$ cat src/rtl/axis_packetizer.sv
// AXI-Stream packetizer: registers the input stream and marks every PacketLength-th word with o_tlast.
// Define AXIS_PACKETIZER_HEADER_EN to put a header word (length, sequence number) in front of each packet.
module axis_packetizer #(
  parameter int DataWidth    = 32,
  parameter int PacketLength = 16,
  parameter int SeqWidth     = 8
) (
  input  logic                 aclk,
  input  logic                 areset,
  input  logic                 i_tvalid,
  output logic                 i_tready,
  input  logic [DataWidth-1:0] i_tdata,
  output logic                 o_tvalid,
  input  logic                 o_tready,
  output logic [DataWidth-1:0] o_tdata,
  output logic                 o_tlast,
  output logic [15:0]          pkt_count
);

  localparam int CntWidth = $clog2(PacketLength + 1);
  localparam logic [CntWidth-1:0] LastIdx = CntWidth'(PacketLength - 1);

  logic                 o_tvalid_reg, o_tvalid_next;
  logic [DataWidth-1:0] o_tdata_reg, o_tdata_next;
  logic                 o_tlast_reg, o_tlast_next;
  logic [15:0]          pkt_count_reg, pkt_count_next;
  logic [CntWidth-1:0]  wcnt_reg, wcnt_next;
  logic                 free;
  logic                 payload_load;

`ifdef AXIS_PACKETIZER_HEADER_EN
  typedef enum logic {HEADER, PAYLOAD} state_t;

  state_t               state_reg, state_next;
  logic [SeqWidth-1:0]  seq_reg, seq_next;
  logic [DataWidth-1:0] hdr_word;

  always_comb begin
    hdr_word                 = '0;
    hdr_word[15:0]           = 16'(PacketLength);
    hdr_word[16 +: SeqWidth] = seq_reg;
  end
`endif

  always_comb begin
    free           = ~o_tvalid_reg | o_tready;
    o_tvalid_next  = o_tvalid_reg & ~o_tready;
    o_tdata_next   = o_tdata_reg;
    o_tlast_next   = o_tlast_reg;
    wcnt_next      = wcnt_reg;
    pkt_count_next = pkt_count_reg + {15'd0, o_tvalid_reg & o_tready & o_tlast_reg};
`ifdef AXIS_PACKETIZER_HEADER_EN
    state_next     = state_reg;
    seq_next       = seq_reg;
    i_tready       = (state_reg == PAYLOAD) & free;
`else
    i_tready       = free;
`endif
    payload_load   = i_tvalid & i_tready;

    if (payload_load) begin
      o_tvalid_next = 1'b1;
      o_tdata_next  = i_tdata;
      if (wcnt_reg == LastIdx) begin
        o_tlast_next = 1'b1;
        wcnt_next    = '0;
`ifdef AXIS_PACKETIZER_HEADER_EN
        state_next   = HEADER;
`endif
      end else begin
        o_tlast_next = 1'b0;
        wcnt_next    = wcnt_reg + 1'b1;
      end
    end

`ifdef AXIS_PACKETIZER_HEADER_EN
    // The header is only emitted once a payload word is actually waiting.
    if (state_reg == HEADER && i_tvalid && free) begin
      o_tvalid_next = 1'b1;
      o_tdata_next  = hdr_word;
      o_tlast_next  = 1'b0;
      seq_next      = seq_reg + 1'b1;
      state_next    = PAYLOAD;
    end
`endif
  end

  always_ff @(posedge aclk) begin
    if (areset) begin
      o_tvalid_reg  <= 1'b0;
      o_tdata_reg   <= '0;
      o_tlast_reg   <= 1'b0;
      pkt_count_reg <= '0;
      wcnt_reg      <= '0;
`ifdef AXIS_PACKETIZER_HEADER_EN
      state_reg     <= HEADER;
      seq_reg       <= '0;
`endif
    end else begin
      o_tvalid_reg  <= o_tvalid_next;
      o_tdata_reg   <= o_tdata_next;
      o_tlast_reg   <= o_tlast_next;
      pkt_count_reg <= pkt_count_next;
      wcnt_reg      <= wcnt_next;
`ifdef AXIS_PACKETIZER_HEADER_EN
      state_reg     <= state_next;
      seq_reg       <= seq_next;
`endif
    end
  end

  assign o_tvalid  = o_tvalid_reg;
  assign o_tdata   = o_tdata_reg;
  assign o_tlast   = o_tlast_reg;
  assign pkt_count = pkt_count_reg;

endmodule

$ cat config.mk
export PLATFORM = sky130hd
export DESIGN_NAME = axis_packetizer
export DESIGN_NICKNAME = d
export VERILOG_FILES = /design/src/rtl/axis_packetizer.sv
export SDC_FILE = /design/constraint.sdc
export NUM_CORES = 1
export LEC_CHECK = 0
export ABC_CLOCK_PERIOD_IN_PS = 1650
export CORE_AREA = 2 2 67 94
export CTS_BUF_LIST = sky130_fd_sc_hd__clkbuf_8
export DETAILED_ROUTE_END_ITERATION = 7
export DIE_AREA = 0 0 69 96
export PLACE_DENSITY = 0.86
export SYNTH_ARGS = -nofsm -noshare
export SYNTH_HDL_FRONTEND = slang
export SYNTH_SLANG_ARGS = --single-unit
$ cat constraint.sdc
create_clock -name aclk -period 1.65 [get_ports aclk]
set_clock_uncertainty 0.1 [all_clocks]
set_input_delay 0.2475 -clock aclk [delete_from_list [all_inputs] [get_ports aclk]]
set_output_delay 0.2475 -clock aclk [all_outputs]
set_load 0.03 [all_outputs]
# Word-level counts from Yosys, hierarchy flattened
# Index checks and enable logic that the tools add are counted.
# op_classes
bitwise,7
mux,3
add_sub_neg,2
eq_ne,1
# op_table
operator,count
$add A16 B1 Y16,1
$add A5 B1 Y5 const B,1
$eq A5 B4 Y1 const B,1
$mux W5,1
$and A1 B1 Y1,4
$mux W1,2
$not A1 Y1,2
$or A1 B1 Y1,1
# word_totals
ff_bits,55

# Longest topological paths before layout
# logic_depth
word_depth,4
ltp_mapped,6

# Least setup slack after synthesis
# Ideal clock, no wire load.
# synth_timing
kind,register -> register
startpoint,"register o_tvalid_reg, in the netlist o_tvalid"
endpoint,"register pkt_count_reg[12], in the netlist pkt_count[12]"
required_time_ps,1427
setup_ps,123
n_path_buf,0
arrival_time_ps,1832
setup_slack_ps,-405
path_stages_with_launch,7
path_cell_list,dfxtp_1 > and3_1 > ha_1 > ha_1 > nand2_1 > nor4_1 > mux2_1
# synth_via
elab_chain_cells,3
# synth_rtl
item,line,source
start: declaration,23,"logic o_tvalid_reg, o_tvalid_next;"
start signal: assignment,100,o_tvalid_reg <= o_tvalid_next;
$and A1 B1 Y1 (2 in series),51,"pkt_count_next = pkt_count_reg + {15'd0, o_tvalid_reg & o_tready & o_tlast_reg};"
$add A16 B1 Y16,51,
end signal: assignment,103,pkt_count_reg <= pkt_count_next;
end: declaration,26,"logic [15:0] pkt_count_reg, pkt_count_next;"
# No other way between the ends.
# A chain may end at the register's enable or synchronous reset.

# Worst setup path in the final report
# layout_timing
startpoint,"register o_tlast_reg, in the netlist o_tlast"
endpoint,"register pkt_count_reg[15], in the netlist pkt_count[15]"
# layout_via
elab_chain_cells,2
# layout_rtl
item,line,source
start: declaration,25,"logic o_tlast_reg, o_tlast_next;"
start signal: assignment,102,o_tlast_reg <= o_tlast_next;
$and A1 B1 Y1,51,
$add A16 B1 Y16,51,
# No other way between the ends.

==> reports/results.tsv <==
metric	value	unit
antenna_found_initial	0	
ys_seq_area_share	48.09	%
drt_pass1_iterations	4	
postSynthAreaPerCell	8.673	um^2
start_util	39.61	%
grt_overflow	0	
grt.total_usage	18.73	%
cts_max_level	2	
critPathLaunchType	register	
clock_tree.buffer_depth	2	
gp_congestion	0.8046	
worstMarginPinSlew	364.1	ps
crit_fanout	4	
cp.required	1750	ps
floorplan.core_area	0.005781	mm^2
tritoncts	done	
grt_pass1_wl	10070	um
ys_ff_latch	55	
placedCellCount	416	
fin_total_pwr	2.610	mW
dr_total_vias	2276	
hold_violations	0	
instances_no_fill	428	
fp.dieW	69	um
grt_pass1_vias	2227	
preCtsSetupSlack	-477.8	ps
cts_hold_buf	0	
r2r_slack	-70	ps
numClockSinks	55	
path_class	register to register	
ys_dominant_reg_cell	dfxtp_1	
fin_ws	-67.35	ps
vias_per_cell	5.318	
worstSkewPairLatency	300	ps
largest_reg_flops	32	
status	complete, but fails checks	
async_reset_ff_share	0	%
io_pins	87	
setup_viol	8	
vdd_drop_max	0.0005965	V
rsz0062_at_grt	true	
clk_pin_slew	90	ps
hpwl	4350	um
netlist_area	0.002290	mm^2
cellLeakagePower	1.506	nW
yosysTopAreaCellShare	48.09	%
period_share	104.1	%
fillerInstances	508	
synth_edf_count	0	
layout_min_cycle_time	1717	ps
synth_nets	304	
wire_per_inst	14.54	um
crit_buf_inv	1	
die_h	96	um
min_path_type	primary input to register	
yosys-top-cells-area	dfxtp_1 (48%), a21oi_1 (9.6%), nand3_1 (8.5%), o21ai_0 (8.3%), ha_1 (2.2%)	
root_buffer	clkbuf_8	
cp.arrival	1810	ps
ys_warn_count	0	
numPortBuffers	86	
holdWs	232.8	ps
numCtsBuffers	5	
layout.nets	397	
crit_path_end_kind	register	
relSlewSlack	75.73	%
row_count	33	
max_freq	0.5823	GHz
drt_iter0_drc	97	
critPathTopFamily	simple AND/OR/NAND/NOR gates	
diodes	0	
synth_cell_type_count	34	
yosys.area.top_type	dfxtp_1	
report.final.slew_viol_count	0	
grt_max_degree	35	
drt-total-wl	6221	um
syn-instance-count	264	
drive_gt1_share	15.36	%
violations	setup timing	
placed_area	0.003356	mm^2
synthToLayoutAreaGrowth	51.53	%
drv_cap	0	
dieArea	0.006624	mm^2
crit_chain	and3_4 -> ha_4 -> buf_12 -> nand3_4 -> nor4_1 -> mux2_2	
postRouteAntennaNets	0	
drc	0	
power_density	752.1	mW/mm^2
final_cell_area	0.003470	mm^2
slowest_delay	370	ps
slowest_stage	mux2_2	
## metal layers
metal	GRT usage, %	share of wire [%]	vias to the layer above
li1	-	-	1140
met2	34.21	55	60
met3	3.665	4.3	8
met4	10.13	1.4	0
met5	0	0	-
met1	20.48	40	1068
## stage by stage
stage	util [%]	TNS (ps)
after floorplan	-	-75.95
after global placement	58.05	-8545
after detailed placement	58.05	-9892
after CTS	59.07	-41.02
after global routing	60.02	-869.7
final	60.02	-220.7
## cell usage after synthesis, types with 4 or more instances
cell type and n:
dfxtp_1 55, inv_1 5, or3_1 4, nand2_1 6
clkbuf_1 12, o21ai_0 38, ha_1 4, o31ai_1 5
or4_1 5, a21oi_1 44, nor2_1 8, nor2b_1 6
buf_2 5, nand3_1 39
## cell type report
type	count	area, um^2	share of cell area, %
repair buffers	108	1005	28.96
flip-flops and latches	55	1117	32.20
clock buffers	7	96.34	2.777
clock inverters	1	3.754	0.1082
well taps	70	87.58	2.524
inverters	6	25.02	0.7212
multi-input cells	181	1135	32.71
## power by group
part / internal (mW) / switching (mW)
Sequential: 1.38 / 0.0240
Clock: 0.378 / 0.413
Combinational: 0.182 / 0.237
Total: 1.94 / 0.675
## worst paths after layout
| check | depth (start not counted) | to | startpoint |
|---|---|---|---|
| worst max register to register | 6 | pkt_count[15] | o_tlast |
| worst min-delay path | 2 | pkt_count[3] | areset |
| worst min register to register | 2 | wcnt_reg[4] | wcnt_reg[4] |
| worst max-delay path | 6 | pkt_count[15] | o_tlast |
## cells by family after synthesis
logic type	after synthesis	share of synthesized area (%)
XOR/XNOR	3	1.148
AND/OR/NAND/NOR	80	20.22
flip-flops	55	48.09
AO/OA/AOI/OAI	90	20.71
multiplexers	4	1.967
adder cells (fa/ha/maj)	4	2.186
buffers and inverters	28	5.683
## cells in the final DEF (no fill, tap or decap), types with 6 or more instances in the layout
master           instances
clkbuf_8                 7
o21ai_0                 38
nand3_1                 38
clkdlybuf4s50_1         33
dfxtp_2                  7
nor2_1                   8
a21oi_1                 42
dfxtp_1                 46
inv_1                    6
nor2b_1                  6
dlygate4sd2_1           51
buf_4                   19
## what timing repair did
action	in CTS	in global routing
pin swaps	3	3
endpoints found under the setup margin	61	11
buffers inserted	1	3
resized for setup	54	5
Power figures use the tool's default switching activity.
